File: src/rtl/adder_arb_pkg.sv
`default_nettype none
// ============================================================================
// Module      : adder_arb_pkg
// Description : Shared types and constants for the adder arbiter.
// Revision    : 1.0 - initial release
// ============================================================================
package adder_arb_pkg;

  localparam int OP_W  = 2;
  localparam int SUM_W = 3;

  typedef enum logic [1:0] {
    S_IDLE = 2'd0,
    S_CALC = 2'd1,
    S_RESP = 2'd2
  } state_t;

endpackage
`default_nettype wire

File: src/rtl/adder_arbiter_rr_pick.sv
`default_nettype none
// ============================================================================
// Module      : rr_pick
// Description : Round-robin picker; first set request at or above the pointer.
// Revision    : 1.0 - initial release
// ============================================================================
module rr_pick #(
  parameter int N_REQ = 4,
  parameter int ID_W  = $clog2(N_REQ)
) (
  input  logic [N_REQ-1:0] i_req,
  input  logic [ID_W-1:0]  i_ptr,
  output logic [N_REQ-1:0] o_gnt,
  output logic [ID_W-1:0]  o_idx,
  output logic             o_any
);

  logic [ID_W:0]   w_sum;
  logic [ID_W-1:0] w_idx;

  // Scan offsets from farthest to nearest so the nearest hit wins.
  always_comb begin
    o_gnt = '0;
    o_idx = '0;
    o_any = 1'b0;
    w_sum = '0;
    w_idx = '0;
    for (int k = N_REQ - 1; k >= 0; k--) begin
      w_sum = {1'b0, i_ptr} + (ID_W+1)'(k);
      if (w_sum >= (ID_W+1)'(N_REQ)) begin
        w_sum = w_sum - (ID_W+1)'(N_REQ);
      end
      w_idx = w_sum[ID_W-1:0];
      if (i_req[w_idx]) begin
        o_any = 1'b1;
        o_idx = w_idx;
      end
    end
    if (o_any) begin
      o_gnt[o_idx] = 1'b1;
    end
  end

endmodule
`default_nettype wire

File: src/rtl/modulo.sv
`default_nettype none
// ============================================================================
// Module      : modulo
// Description : 2-bit unsigned adder with a full 3-bit sum.
// Revision    : 1.0 - initial release
// ============================================================================
module modulo
  import adder_arb_pkg::*;
(
  input  logic [OP_W-1:0]  a,
  input  logic [OP_W-1:0]  b,
  output logic [SUM_W-1:0] y
);

  assign y = {1'b0, a} + {1'b0, b};

endmodule
`default_nettype wire

File: src/rtl/adder_arbiter.sv
`default_nettype none
// ============================================================================
// Module      : adder_arbiter
// Description : Round-robin sharing of one 2-bit adder among N_REQ requesters.
// Revision    : 1.0 - initial release
// ============================================================================
module adder_arbiter
  import adder_arb_pkg::*;
#(
  parameter int N_REQ = 4,
  parameter int ID_W  = $clog2(N_REQ)
) (
  input  logic                  clk,
  input  logic                  rst,
  input  logic [N_REQ-1:0]      req_valid,
  input  logic [OP_W*N_REQ-1:0] req_a,
  input  logic [OP_W*N_REQ-1:0] req_b,
  output logic [N_REQ-1:0]      req_ready,
  output logic                  rsp_valid,
  output logic [ID_W-1:0]       rsp_id,
  output logic [SUM_W-1:0]      rsp_y,
  input  logic                  rsp_ready,
  output logic                  busy
);

  state_t           r_state;
  state_t           w_state_nxt;
  logic [ID_W-1:0]  r_ptr;
  logic [ID_W-1:0]  r_gnt_id;
  logic [OP_W-1:0]  r_op_a;
  logic [OP_W-1:0]  r_op_b;
  logic [SUM_W-1:0] r_rsp_y;

  logic [N_REQ-1:0] w_gnt;
  logic [ID_W-1:0]  w_pick_idx;
  logic             w_any;
  logic [SUM_W-1:0] w_sum;
  logic [OP_W-1:0]  w_a [N_REQ];
  logic [OP_W-1:0]  w_b [N_REQ];

  genvar gi;
  generate
    for (gi = 0; gi < N_REQ; gi++) begin : g_unpack
      assign w_a[gi] = req_a[OP_W*gi +: OP_W];
      assign w_b[gi] = req_b[OP_W*gi +: OP_W];
    end
  endgenerate

  rr_pick #(
    .N_REQ (N_REQ),
    .ID_W  (ID_W)
  ) u_pick (
    .i_req (req_valid),
    .i_ptr (r_ptr),
    .o_gnt (w_gnt),
    .o_idx (w_pick_idx),
    .o_any (w_any)
  );

  modulo u_add (
    .a (r_op_a),
    .b (r_op_b),
    .y (w_sum)
  );

  // Grant is masked during reset because the reset state itself is IDLE.
  always_comb begin
    w_state_nxt = r_state;
    req_ready   = '0;
    case (r_state)
      S_IDLE: begin
        if (!rst) begin
          req_ready = w_gnt;
        end
        if (w_any) begin
          w_state_nxt = S_CALC;
        end
      end
      S_CALC: w_state_nxt = S_RESP;
      S_RESP: begin
        if (rsp_ready) begin
          w_state_nxt = S_IDLE;
        end
      end
      default: w_state_nxt = S_IDLE;
    endcase
  end

  always_ff @(posedge clk or posedge rst) begin
    if (rst) begin
      r_state  <= S_IDLE;
      r_ptr    <= '0;
      r_gnt_id <= '0;
      r_op_a   <= '0;
      r_op_b   <= '0;
      r_rsp_y  <= '0;
    end else begin
      r_state <= w_state_nxt;
      if (r_state == S_IDLE && w_any) begin
        r_gnt_id <= w_pick_idx;
        r_op_a   <= w_a[w_pick_idx];
        r_op_b   <= w_b[w_pick_idx];
      end
      if (r_state == S_CALC) begin
        r_rsp_y <= w_sum;
      end
      if (r_state == S_RESP && rsp_ready) begin
        r_ptr <= (r_gnt_id == ID_W'(N_REQ - 1)) ? '0 : r_gnt_id + ID_W'(1);
      end
    end
  end

  assign rsp_valid = (r_state == S_RESP);
  assign busy      = (r_state != S_IDLE);
  assign rsp_id    = r_gnt_id;
  assign rsp_y     = r_rsp_y;

endmodule
`default_nettype wire

File: config.mk
export PLATFORM = sky130hd
export DESIGN_NAME = adder_arbiter
export DESIGN_NICKNAME = d
export VERILOG_FILES = /design/src/rtl/adder_arb_pkg.sv /design/src/rtl/adder_arbiter_rr_pick.sv /design/src/rtl/modulo.sv /design/src/rtl/adder_arbiter.sv
export SDC_FILE = /design/constraint.sdc
export NUM_CORES = 1
export LEC_CHECK = 0
export ABC_CLOCK_PERIOD_IN_PS = 3600
export BUFFER_PORTS_ARGS = -buffer_cell sky130_fd_sc_hd__buf_4
export CORE_MARGIN = 2
export CORE_UTILIZATION = 27
export DETAILED_ROUTE_END_ITERATION = 10
export GPL_TIMING_DRIVEN = 0
export PLACE_DENSITY = 0.62
export SLEW_MARGIN = 0
export SYNTH_ARGS = -nofsm -noshare
export SYNTH_HDL_FRONTEND = slang
export SYNTH_SLANG_ARGS = --single-unit
File: constraint.sdc
create_clock -name clk -period 3.6 [get_ports clk]
set_input_delay 0.36 -clock clk [delete_from_list [all_inputs] [get_ports clk]]
set_output_delay 0.36 -clock clk [all_outputs]
set_load 0.005 [all_outputs]
# Word level (Yosys, flattened, before mapping)
# Index checks and enable logic that the tools add are counted.
[classes] n_reduce_logical=6 n_bitwise=1 add_sub_neg=9 magnitude_cmp=11 muxes=35 eq_ne=5
[ops] cell="$mux 2" count=15
[ops] cell="$lt 2x3->1 const B" count=5
[ops] cell="$ge 3x3->1 const B" count=4
[ops] cell="$mux 4" count=3
[ops] cell="$mux 1" count=9
[ops] cell="$bmux 1 s2" count=4
[ops] cell="$bmux 2 s2" count=2
[ops] cell="$sub 2x1->2 const B" count=4
[ops] cell="$add 2x2->3 const B" count=2
[ops] cell="$pmux 2 s3" count=1
[ops] cell="$eq 2x2->1 const B" count=2
[ops] cell="$add 2x1->3 const B" count=1
[ops] cell="$add 2x2->3" count=1
[ops] cell="$ge 2x3->1 const B" count=1
[ops] cell="$logic_and 1x1->1" count=3
[ops] cell="$not 2->3" count=1
[ops] cell="$add 2x1->2 const B" count=1
[ops] cell="$demux 1 s2" count=1
[ops] cell="$eq 2x1->1 const B" count=1
[ops] cell="$ge 2x1->1 const B" count=1
[ops] cell="$logic_not 2->1" count=1
[ops] cell="$ne 2x1->1 const B" count=1
[ops] cell="$ne 2x2->1 const B" count=1
[ops] cell="$reduce_and 2->1" count=1
[ops] cell="$reduce_bool 2->1" count=1
[word_totals] ff_bits=13 elab_cells=73 input_bits=23 out_inout_bits=11

# Depth between registers and ports, before layout
[depth] word_depth=16 mapped_depth=6 mapped_depth_nobuf=5

# Hierarchy
# From an unflattened synthesis, not the netlist that was laid out.
[unflattened] cells_unflattened=83 hier_area_um2=899.6
[modules_own_cells] module="adder_arbiter" cells_each=43 area_each_um2=636.9 instances=1 seq_area_each_um2=325.3
[modules_own_cells] module="rr_pick" cells_each=33 area_each_um2=211.5 instances=1 seq_area_each_um2=0.0
[modules_own_cells] module="modulo" cells_each=7 area_each_um2=51.3 instances=1 seq_area_each_um2=0.0

# Worst setup path after synthesis
# No wires, ideal clock.
[synth_timing] path_type="register -> output" start="register r_state[1]" end="output req_ready[1]" arrival_time_ns=1.237 setup_slack_ns=2.003 n_path_buf=1 stages_incl_launch_ff=7 t_required_ns=3.240 cell_sequence="dfrtp_1 or2_1 a31o_1 buf_2 nor2_1 nand2_1 nor2_1"
[synth_via] elab_chain_cells=2
[synth_rtl] element="start, declared" line="adder_arbiter.sv:26" rtl="state_t r_state;"
[synth_rtl] element="start signal, assigned" line="adder_arbiter.sv:98" rtl="r_state <= w_state_nxt;"
[synth_rtl] element="$logic_not 2->1" line="adder_arbiter.sv:70" rtl="case (r_state)"
[synth_rtl] element="$mux 4" line="adder_arbiter.sv:70"
[synth_rtl] element="end, declared" line="adder_arbiter.sv:18" rtl="output logic [N_REQ-1:0] req_ready,"
# No other way between the ends.

# Final worst setup path
[layout_timing] start="register r_state[1]" end="output req_ready[0]"
# The elaborated chain is that of the path after synthesis.

==> metrics.md <==
| Metric | Value |
|---|---|
| Grt ovf | 0 |
| Met2 Usage GRT | 21.26% |
| Setup CP Type | register to output port |
| Clk_lat worst skew | 0.28 ns |
| Post-synthesis register bit count | 13 |
| H-tree levels | 1 |
| Synthesized area | 754.5 um2 |
| Fill count | 275 |
| Final setup viols | 0 |
| Antenna violations before repair | 0 |
| I/O Buffers | 33 |
| Area grow syn2layout | 41.62% |
| DR vias | 673 |
| Syn Inst Count | 76 |
| Max Clock Skew | 0.002004 ns |
| Post-place setup slack | 1.807 ns |
| Post-CTS sizing | 0 |
| Pin count of the biggest net entering global routing | 14 |
| HP Class | primary input to async pin |
| Warnings from Yosys | 0 |
| Power Density | 698.5 nW/um2 |
| Starting Density | 27.84% |
| Vias in the first global route | 704 |
| Clock buffer depth | 2 |
| First-pass GRT wire length | 2.960 mm |
| Synth Area per Inst | 9.927 um2 |
| Fin. Hold Viols | 0 |
| Chip width | 56.86 um |
| Status | complete, no violations |
| Clk slew on worst S/H paths | 0.08 ns |
| CP Data Required Time | 3.24 ns |
| Arr. time, crit path | 1.76 ns |
| Met1 Usage GRT | 13.43% |
| Critical R2R Capture | r_op_a[0] |
| Die ar. | 3233 um2 |
| Die H | 56.86 um |
| Starting DRT DRC Count | 9 |
| DP Cell Count | 140 |
| GR Util met3 | 2.074% |
| Worst setup margin | 1.476 ns |
| P_sw | 0.2786 mW |
| Drt total wl | 1.707 mm |
| Global-route usage over all layers | 11.61% |
| Post-CTS Hold Buffers | 0 |
| I/O pin count | 34 |
| Row Count | 19 |
| Sequential area share after synthesis | 43.12% |
| Fin. max-slew vios | 0 |
| CP startpoint | r_state[1] |
| Wirelength per Cell | 11.85 um |
| Switching Share | 37.33% |
| Worst VDD drop | 0.3202 mV |
| Routability cong. | 0.7473 |
| Fin util | 39.43% |
| CP max FO | 9 |
| Sink Count | 13 |
| Fmax | 470.8 MHz |
| ANT cells | 0 |
| Core Box Area | 2710 um2 |
| # DRC | 0 |
| Distinct cells, synth | 25 |
| Worst Tran Pin Value | 0.4999 ns |
| Startpoint Class | register |
| Max Cap Violations | 0 |
| Slew headroom | 66.64% |
| Part of the power in combinational logic | 50.9% |
| Syn Nets | 102 |
| Reg2reg setup slack | 2.04 ns |
| Final worst-path cycle share | 59.00% |
| Unrepaired setup endpoints after global routing | no |
| Sequential share of power | 36.6% |
| CTS tree | yes |
| Final TNS setup | 0 ns |
| Final #Nets | 140 |
| Antenna Nets Post-Route | 0 |
| Critical path endpoint | req_ready[0] |
| Postcts setup bufs | 0 |
| RR Startpoint | r_ptr[1] |
| Clk root buf | clkbuf_4 |
| Fin cells | 144 |
| Minimum hold slack | 0.1097 ns |
| GRT Max-Usage Layer | met2 |
| FF-to-FF path depth | 6 |
| CTS Buf Count | 3 |
| Cell-internal power | 0.4677 mW |
| Fin crit period | 2.124 ns |
| Via-to-Cell Ratio | 4.674 |
| Clock network fraction of total power | 12.5% |
| Crit. End Element | output port |
| Leak | 0.5531 nW |
| DR pass1 iterations | 4 |
| DPL Wire Length | 1.396 mm |
| Share of post-route cells with drive strength above 1 | 38.94% |
cell usage in the layout, fill, tap and decap left out:
cell type and count:
mux2_2 4, o22a_2 1, a21oi_1 2, clkinv_2 1, mux2i_1 8, a21o_1 1, nand2_1 13, o21ai_0 1
nor2_1 6, inv_1 5, or2_1 1, buf_6 1, clkbuf_4 3, clkinv_1 1, o221ai_1 4, o31ai_1 1
dfrtp_1 13, a211o_1 1, a31o_1 1, buf_4 33, o21ai_1 1, buf_2 1, a211oi_1 1, o22ai_1 1
nand2b_1 4, nor2b_1 1, fa_1 1, ha_1 2
flip-flops by register name (all words and copies together), names as in the netlist:
signal and flops:
r_op_a 2, r_op_b 2, r_ptr 2, r_state 2, rsp_id 2, rsp_y 3
kinds of logic (layout without fill, tap and decap cells):
family	Yosys count	after routing	share of synthesized area, %
buffers and inverters	8	45	5.140
AOI/OAI and AO/OA	15	15	14.76
and+or+nand+nor	25	25	14.43
muxes	12	12	16.58
DFF	13	13	43.12
adders and majority gates	3	3	5.970
final cells by class:
| type | count | area [um2] | share of cell area, % |
|---|---|---|---|
| plain buffers | 2 | 16.27 | 1.522 |
| clock buffers | 3 | 22.52 | 2.108 |
| multi-input cells | 55 | 390.4 | 36.53 |
| well taps | 31 | 38.79 | 3.630 |
| flip-flops and latches | 13 | 325.3 | 30.45 |
| clock inverters | 1 | 5.005 | 0.4684 |
| inverters | 6 | 22.52 | 2.108 |
| repair buffers | 33 | 247.7 | 23.19 |
Yosys cell counts, drive strengths merged:
library cell	instances	share of area, %
nand2b	4	3.3
o22ai	1	0.83
a211o	1	1.2
o31ai	1	1.0
mux2i	8	11
o221ai	4	4.6
nor2	6	3.0
a211oi	1	1.0
clkinv	1	0.50
inv	5	2.5
fa	1	2.7
nand2	13	6.5
o22a	1	1.3
ha	2	3.3
a21o	1	1.0
buf	2	2.2
a21oi	2	1.3
nor2b	1	0.83
a31o	1	1.2
or2	1	0.83
mux2	4	6.0
o21ai	2	1.3
dfrtp	13	43
how the worst min path moves through the flow:
stage          startpoint  cells after the start         to
3_3_place_gp          rst                      2  r_op_a[1]
5_1_grt               rst                      2  rsp_id[0]
3_5_place_dp          rst                      2  r_op_a[1]
4_1_cts               rst                      2  r_op_b[0]
6_report              rst                      2  rsp_id[0]
2_1_floorplan         rst                      1  r_op_a[0]
worst max-delay path, cell delays in order, from the launching register on:
cell,delay (ns)
dfrtp_1,0.39
or2_1,0.26
a31o_1,0.19
buf_2,0.16
nor2_1,0.15
nand2_1,0.10
nor2_1,0.12
buf_4,0.12
power by group through the flow:
stage               Combinational (mW)  Clock [mW]  Sequential [mW]
floorplan                        0.251           0            0.265
global placement                 0.382           0            0.274
detailed placement               0.385           0            0.277
CTS                              0.388      0.0965            0.275
global route                     0.435       0.101            0.286
finish                           0.380      0.0936            0.273
layer usage:
layer	part of all wire (%)	vias to the layer above
li1	-	338
met1	41	303
met2	50	29
met3	7.0	3
met4	1.5	0
met5	0	-
per-stage QoR:
stage               power (mW)  area [um2]
floorplan               0.5164       754.5
global placement        0.6560        1041
detailed placement      0.6613        1041
CTS                     0.7595        1069
global route            0.8227        1069
finish                  0.7463        1069
No activity file was read; power rests on OpenSTA's default activity.
